**config.mk**
```make
export PLATFORM = sky130hd
export DESIGN_NAME = sha256_round_sequencer
export DESIGN_NICKNAME = d
export VERILOG_FILES = /design/src/rtl/sha256_round_sequencer.sv
export SDC_FILE = /design/constraint.sdc
export NUM_CORES = 2
export LEC_CHECK = 0
export CORE_ASPECT_RATIO = 2
export CORE_MARGIN = 2
export CORE_UTILIZATION = 24
export CTS_CLUSTER_DIAMETER = 60
export DETAILED_ROUTE_END_ITERATION = 7
export PLACE_DENSITY = 0.42
export SLEW_MARGIN = 20
export SYNTH_ARGS = -nofsm -noshare
export SYNTH_HDL_FRONTEND = slang
export SYNTH_SLANG_ARGS = --single-unit
```
**constraint.sdc**
```tcl
create_clock -name i_clk -period 8.7 [get_ports i_clk]
set_clock_uncertainty 0.05 [all_clocks]
set_input_delay 2.175 -clock i_clk [delete_from_list [all_inputs] [get_ports i_clk]]
set_output_delay 2.175 -clock i_clk [all_outputs]
set_load 0.005 [all_outputs]
```
**src/rtl/sha256_round_sequencer.sv**
```systemverilog
// Iterative SHA-256 compression controller: one round per clock, sliding
// 16-word message schedule, final chaining addition and a held digest output.
module sha256_round_sequencer #(
  parameter int NUM_ROUNDS = 64
) (
  input  logic         i_clk,
  input  logic         i_rst_n,
  input  logic         i_in_valid,
  output logic         o_in_ready,
  input  logic [0:511] i_block_in,
  input  logic [0:255] i_hash_in,
  input  logic         i_abort,
  output logic         o_out_valid,
  input  logic         i_out_ready,
  output logic [0:255] o_digest_out,
  output logic         o_busy,
  output logic [5:0]   o_round_idx
);

  typedef enum logic [1:0] {
    ST_IDLE  = 2'd0,
    ST_ROUND = 2'd1,
    ST_ADD   = 2'd2,
    ST_DONE  = 2'd3
  } state_t;

  localparam logic [5:0] LP_LAST_ROUND = 6'(NUM_ROUNDS - 1);

  function automatic logic [31:0] choice(input logic [31:0] x, input logic [31:0] y,
                                         input logic [31:0] z);
    return (x & y) ^ (~x & z);
  endfunction

  function automatic logic [31:0] majority(input logic [31:0] x, input logic [31:0] y,
                                           input logic [31:0] z);
    return (x & y) ^ (x & z) ^ (y & z);
  endfunction

  function automatic logic [31:0] big_sigma0(input logic [31:0] x);
    return {x[1:0], x[31:2]} ^ {x[12:0], x[31:13]} ^ {x[21:0], x[31:22]};
  endfunction

  function automatic logic [31:0] big_sigma1(input logic [31:0] x);
    return {x[5:0], x[31:6]} ^ {x[10:0], x[31:11]} ^ {x[24:0], x[31:25]};
  endfunction

  function automatic logic [31:0] small_sigma0(input logic [31:0] x);
    return {x[6:0], x[31:7]} ^ {x[17:0], x[31:18]} ^ {3'b000, x[31:3]};
  endfunction

  function automatic logic [31:0] small_sigma1(input logic [31:0] x);
    return {x[16:0], x[31:17]} ^ {x[18:0], x[31:19]} ^ {10'b0000000000, x[31:10]};
  endfunction

  function automatic logic [31:0] k_rom(input logic [5:0] idx);
    logic [31:0] k;
    case (idx)
      6'd0:  k = 32'h428a2f98;
      6'd1:  k = 32'h71374491;
      6'd2:  k = 32'hb5c0fbcf;
      6'd3:  k = 32'he9b5dba5;
      6'd4:  k = 32'h3956c25b;
      6'd5:  k = 32'h59f111f1;
      6'd6:  k = 32'h923f82a4;
      6'd7:  k = 32'hab1c5ed5;
      6'd8:  k = 32'hd807aa98;
      6'd9:  k = 32'h12835b01;
      6'd10: k = 32'h243185be;
      6'd11: k = 32'h550c7dc3;
      6'd12: k = 32'h72be5d74;
      6'd13: k = 32'h80deb1fe;
      6'd14: k = 32'h9bdc06a7;
      6'd15: k = 32'hc19bf174;
      6'd16: k = 32'he49b69c1;
      6'd17: k = 32'hefbe4786;
      6'd18: k = 32'h0fc19dc6;
      6'd19: k = 32'h240ca1cc;
      6'd20: k = 32'h2de92c6f;
      6'd21: k = 32'h4a7484aa;
      6'd22: k = 32'h5cb0a9dc;
      6'd23: k = 32'h76f988da;
      6'd24: k = 32'h983e5152;
      6'd25: k = 32'ha831c66d;
      6'd26: k = 32'hb00327c8;
      6'd27: k = 32'hbf597fc7;
      6'd28: k = 32'hc6e00bf3;
      6'd29: k = 32'hd5a79147;
      6'd30: k = 32'h06ca6351;
      6'd31: k = 32'h14292967;
      6'd32: k = 32'h27b70a85;
      6'd33: k = 32'h2e1b2138;
      6'd34: k = 32'h4d2c6dfc;
      6'd35: k = 32'h53380d13;
      6'd36: k = 32'h650a7354;
      6'd37: k = 32'h766a0abb;
      6'd38: k = 32'h81c2c92e;
      6'd39: k = 32'h92722c85;
      6'd40: k = 32'ha2bfe8a1;
      6'd41: k = 32'ha81a664b;
      6'd42: k = 32'hc24b8b70;
      6'd43: k = 32'hc76c51a3;
      6'd44: k = 32'hd192e819;
      6'd45: k = 32'hd6990624;
      6'd46: k = 32'hf40e3585;
      6'd47: k = 32'h106aa070;
      6'd48: k = 32'h19a4c116;
      6'd49: k = 32'h1e376c08;
      6'd50: k = 32'h2748774c;
      6'd51: k = 32'h34b0bcb5;
      6'd52: k = 32'h391c0cb3;
      6'd53: k = 32'h4ed8aa4a;
      6'd54: k = 32'h5b9cca4f;
      6'd55: k = 32'h682e6ff3;
      6'd56: k = 32'h748f82ee;
      6'd57: k = 32'h78a5636f;
      6'd58: k = 32'h84c87814;
      6'd59: k = 32'h8cc70208;
      6'd60: k = 32'h90befffa;
      6'd61: k = 32'ha4506ceb;
      6'd62: k = 32'hbef9a3f7;
      6'd63: k = 32'hc67178f2;
      default: k = 32'h00000000;
    endcase
    return k;
  endfunction

  state_t       r_state;
  state_t       w_state_nxt;
  logic         r_in_ready;
  logic         r_out_valid;
  logic         r_busy;
  logic [5:0]   r_round_idx;
  logic [0:255] r_digest;
  logic [31:0]  r_h  [0:7];
  logic [31:0]  r_wk [0:7];
  logic [31:0]  r_w  [0:15];

  logic         w_accept;
  logic         w_do_round;
  logic         w_do_add;
  logic         w_last_round;
  logic         w_in_ready_nxt;
  logic         w_out_valid_nxt;
  logic         w_busy_nxt;
  logic [31:0]  w_t1;
  logic [31:0]  w_t2;
  logic [31:0]  w_w_next;

  assign w_last_round = (r_round_idx == LP_LAST_ROUND);

  // Next-state and next-output decode; abort outranks every ROUND/ADD exit.
  always_comb begin
    w_state_nxt     = r_state;
    w_accept        = 1'b0;
    w_do_round      = 1'b0;
    w_do_add        = 1'b0;
    case (r_state)
      ST_IDLE: begin
        if (i_in_valid && r_in_ready) begin
          w_accept    = 1'b1;
          w_state_nxt = ST_ROUND;
        end else begin
          w_state_nxt = ST_IDLE;
        end
      end
      ST_ROUND: begin
        if (i_abort) begin
          w_state_nxt = ST_IDLE;
        end else if (w_last_round) begin
          w_do_round  = 1'b1;
          w_state_nxt = ST_ADD;
        end else begin
          w_do_round  = 1'b1;
          w_state_nxt = ST_ROUND;
        end
      end
      ST_ADD: begin
        if (i_abort) begin
          w_state_nxt = ST_IDLE;
        end else begin
          w_do_add    = 1'b1;
          w_state_nxt = ST_DONE;
        end
      end
      ST_DONE: begin
        if (r_out_valid && i_out_ready) begin
          w_state_nxt = ST_IDLE;
        end else begin
          w_state_nxt = ST_DONE;
        end
      end
      default: w_state_nxt = ST_IDLE;
    endcase
    w_in_ready_nxt  = (w_state_nxt == ST_IDLE);
    w_out_valid_nxt = (w_state_nxt == ST_DONE);
    w_busy_nxt      = (w_state_nxt == ST_ROUND) || (w_state_nxt == ST_ADD);
  end

  // State register and registered handshake/status outputs.
  always_ff @(posedge i_clk or negedge i_rst_n) begin
    if (!i_rst_n) begin
      r_state     <= ST_IDLE;
      r_in_ready  <= 1'b0;
      r_out_valid <= 1'b0;
      r_busy      <= 1'b0;
    end else begin
      r_state     <= w_state_nxt;
      r_in_ready  <= w_in_ready_nxt;
      r_out_valid <= w_out_valid_nxt;
      r_busy      <= w_busy_nxt;
    end
  end

  // One compression round plus the next schedule word; index 0..7 is a..h.
  always_comb begin
    w_t1     = r_wk[7] + big_sigma1(r_wk[4]) + choice(r_wk[4], r_wk[5], r_wk[6])
             + k_rom(r_round_idx) + r_w[0];
    w_t2     = big_sigma0(r_wk[0]) + majority(r_wk[0], r_wk[1], r_wk[2]);
    w_w_next = small_sigma1(r_w[14]) + r_w[9] + small_sigma0(r_w[1]) + r_w[0];
  end

  // Datapath registers: block capture, round update, chaining addition.
  always_ff @(posedge i_clk or negedge i_rst_n) begin
    if (!i_rst_n) begin
      for (int i = 0; i < 8; i++) begin
        r_h[i]  <= 32'h00000000;
        r_wk[i] <= 32'h00000000;
      end
      for (int i = 0; i < 16; i++) begin
        r_w[i] <= 32'h00000000;
      end
      r_round_idx <= 6'd0;
      r_digest    <= 256'h0;
    end else if (w_accept) begin
      for (int i = 0; i < 8; i++) begin
        r_h[i]  <= i_hash_in[32*i +: 32];
        r_wk[i] <= i_hash_in[32*i +: 32];
      end
      for (int i = 0; i < 16; i++) begin
        r_w[i] <= i_block_in[32*i +: 32];
      end
      r_round_idx <= 6'd0;
    end else if (w_do_round) begin
      r_wk[0] <= w_t1 + w_t2;
      r_wk[1] <= r_wk[0];
      r_wk[2] <= r_wk[1];
      r_wk[3] <= r_wk[2];
      r_wk[4] <= r_wk[3] + w_t1;
      r_wk[5] <= r_wk[4];
      r_wk[6] <= r_wk[5];
      r_wk[7] <= r_wk[6];
      for (int i = 0; i < 15; i++) begin
        r_w[i] <= r_w[i+1];
      end
      r_w[15] <= w_w_next;
      // The counter parks on the last round so debug sees where it finished.
      if (!w_last_round) begin
        r_round_idx <= r_round_idx + 6'd1;
      end
    end else if (w_do_add) begin
      for (int i = 0; i < 8; i++) begin
        r_digest[32*i +: 32] <= r_h[i] + r_wk[i];
      end
    end
  end

  assign o_in_ready   = r_in_ready;
  assign o_out_valid  = r_out_valid;
  assign o_busy       = r_busy;
  assign o_round_idx  = r_round_idx;
  assign o_digest_out = r_digest;

endmodule

```
==> results.sh <==
export IMPL_synth_edff_count=0
export IMPL_placement_rows=300
export IMPL_synth_cell_types=92
export IMPL_cts_buffers_inserted=155
export IMPL_y_dimension_of_the_die_um=822
export IMPL_ios=1038
export IMPL_slowest_delay_ns=0.55
export IMPL_run_status="finished clean"
export IMPL_drc_errors=0
export IMPL_finalWeightedCongestion=0.935
export IMPL_postCtsSetupBuffers=0
export IMPL_drive_above_1_share=0.0717
export IMPL_wire_length_per_cell_um=28.8
export IMPL_postSynthRegisterBits=1291
export IMPL_avgViaCountPerCell=4.89
export IMPL_placed_cell_area_um2=97700
export IMPL_worst_slew_pin_slew_ns=1.25
export IMPL_cp_end_kind="flip-flop"
export IMPL_cp_top_family="compound AO/OA/AOI/OAI gates"
export IMPL_worstSetupPathType="flip-flop to flip-flop"
export IMPL_final_period_minus_worst_setup_slack_ns=8.22
export IMPL_dr_wl_met3_um=29500
export IMPL_drt_iter0_drc=4776
export IMPL_final_hold_violation_count=0
export IMPL_track_usage=0.252
export IMPL_io_buffer_count=1037
export IMPL_aggregate_negative_setup_slack_ns=0
export IMPL_grt_first_pass_wirelength_um=603000
export IMPL_wirelength_um=439000
export IMPL_route_vias_total=74500
export IMPL_synthCells=9666
export IMPL_maxCapViolCount=0
export IMPL_cp_start_kind="flip-flop"
export IMPL_insertion_delay_ns=0.86
export IMPL_core_area_um2=333000
export IMPL_clk_pin_slew_worst_paths_ns=0.06
export IMPL_clock_sinks=1291
export IMPL_postCtsResizedCells=0
export IMPL_highest_layer="met5"
export IMPL_most_common_layout_cells="2484 x nand2_1, 1287 x dfrtp_1, 1036 x clkdlybuf4s50_1"
export IMPL_route_antenna_remaining_nets=0
export IMPL_cts_htree_levels=4
export IMPL_ys_async_sr_fraction=1.00
export IMPL_initial_antenna_violation_count=121
export IMPL_rsz_0062_raised_after_global_routing="false"
export IMPL_worst_relative_slew_slack=0.170
export IMPL_cp_data_arrival_time_ns=8.85
export IMPL_layout_worst_path_cycle_share=0.944
export IMPL_largest_driver_fanout_on_the_critical_path=8
export IMPL_timing_critical_path_buf_inv=5
export IMPL_finish_net_count=12100
export IMPL_design_die_area_um2=340000
export IMPL_wl_met2_um=223000
export IMPL_report_final_slew_viol_count=0
export IMPL_clock_path_buffers=4
export IMPL_place_hpwl_um=356000
export IMPL_final_area_um2=103000
export IMPL_final_fill_count=35800
export IMPL_postSynth_topFlopCell="dfrtp_1"
export IMPL_mean_area_per_synthesized_cell_um2=8.32
export IMPL_root_buffer_cell="clkbuf_16"
export IMPL_grt_overflow_total=0
export IMPL_first_global_vias=76700
export IMPL_holdCritPathClass="flip-flop to flip-flop"
export IMPL_dr_pass1_iters=5
export IMPL_synth_yosys_seq_area_share=0.402
export IMPL_multi_input_comb_area_um2=44100
export IMPL_timing_final_setup_violations=0
export IMPL_drt_met1_wl_um=160000
export IMPL_holdBufCountCts=0
export IMPL_synth_cell_area_um2=80400
export IMPL_layout_commonest_cell="nand2_1"
export IMPL_areaGrowthSynthToFinish_pct=28.1
export IMPL_start_util=0.241
export IMPL_max_freq_mhz=122
export IMPL_grt_start_max_net_pins=198
export IMPL_finalHoldWorstSlack_ns=0.426
export IMPL_worst_ep_required_time_ns=9.33
export IMPL_cpMostUsedCell="ha_1"
export IMPL_tritoncts_clock_tree="yes"
export IMPL_cp_slowest_cell="ha_1"
export IMPL_mappedNetlistNets=11000
export IMPL_sequential_cell_area_um2=32300
export IMPL_die_w_um=413
export IMPL_count_of_yosys_warnings_during_synthesis=0
worst paths after layout:
kind | startpoint | to | slack (ns) | cells after the start
max | o_round_idx[1] | r_wk[255] | 0.48 | 33
max reg2reg | o_round_idx[1] | r_wk[255] | 0.48 | 33
min | o_digest_out[178] | o_digest_out[178] | 0.43 | 2
min reg2reg | o_digest_out[178] | o_digest_out[178] | 0.43 | 2
max in group asynchronous | i_rst_n | o_digest_out[123] | 5.44 | 3
min in group asynchronous | i_rst_n | o_digest_out[39] | 1.22 | 1
flip-flops by register name, indices dropped and copies added (netlist names):
| signal | count |
|---|---|
| o_out_valid | 1 |
| o_busy | 1 |
| r_wk | 256 |
| r_h | 256 |
| o_digest_out | 256 |
| o_round_idx | 6 |
| r_state | 2 |
| o_in_ready | 1 |
| r_w | 512 |
layout make-up:
cell class	count	share of cell area
Sequential cell	1291	0.314
Antenna cell	37	0.000899
Clock buffer	211	0.0426
Timing Repair Buffer	1466	0.136
Clock inverter	57	0.00708
Multi-Input combinational cell	7282	0.428
Inverter	499	0.0182
Tap cell	4379	0.0532
Yosys cell counts, drive strengths merged, types with 10 or more instances:
master      n  area [um^2]
nand2    2486         9330
dfrtp    1291        32300
nor2      913         3430
a31oi     716         4480
clkbuf    529         1990
o21ai     501         2510
inv       497         1870
ha        397         4970
a21oi     330         1660
xnor2     314         2750
xor2      256         2240
fa        197         3940
a21o      155         1170
nand3      87          435
o211ai     79          598
nor3       69          345
buf        65          245
a211oi     63          478
o21a       62          465
nand2b     61          382
o21bai     51          383
nor2b      49          307
and3       44          275
o31ai      39          293
mux2       33          372
or3        28          176
a211o      22          194
and2       21          131
a21boi     20          150
o311ai     20          175
o221ai     19          166
a2111oi    18          174
nand4      18          113
o22ai      17          106
or2        17          106
a221oi     16          146
nor4       14         87.6
nand3b     12         90.1
o2111ai    12          105
o41ai      12          113
mux2i      11          110
a31o       10         87.6
cells by family after synthesis:
group / count (synthesis) / synth area share
adders and majority gates: 597 / 0.111
buffers and inverters: 1093 / 0.0511
xor gates and xnor gates: 571 / 0.0624
DFF: 1291 / 0.402
muxes: 48 / 0.00711
and+or+nand+nor: 3838 / 0.191
AOI/OAI and AO/OA: 2228 / 0.175
per-layer routing:
layer  vias up  GRT usage
met2      2299      0.452
met1     36600      0.271
met5         -          0
met4       138      0.124
li1      34700          -
met3       706     0.0642
metrics by stage:
step	setup slack [ns]	cells	util
finish	0.483	15200	0.309
detailed placement	0.160	14900	0.293
CTS	0.129	15200	0.309
floorplan	1.04	9666	-
global route	0.00730	15200	0.309
global placement	0.0321	14900	0.293
worst register-to-register path: cells and delay by family (launching register included):
family | cells | cell delay, ns
XOR/XNOR | 2 | 0.35
adder cells (fa/ha/maj) | 6 | 2.49
AND/OR/NAND/NOR | 4 | 0.94
AO/OA/AOI/OAI | 16 | 3.24
buffers and inverters | 5 | 0.61
flip-flops | 1 | 0.39
Power is not shown: default switching activity piles up to over one toggle a cycle in this logic, so the estimate is an artifact.
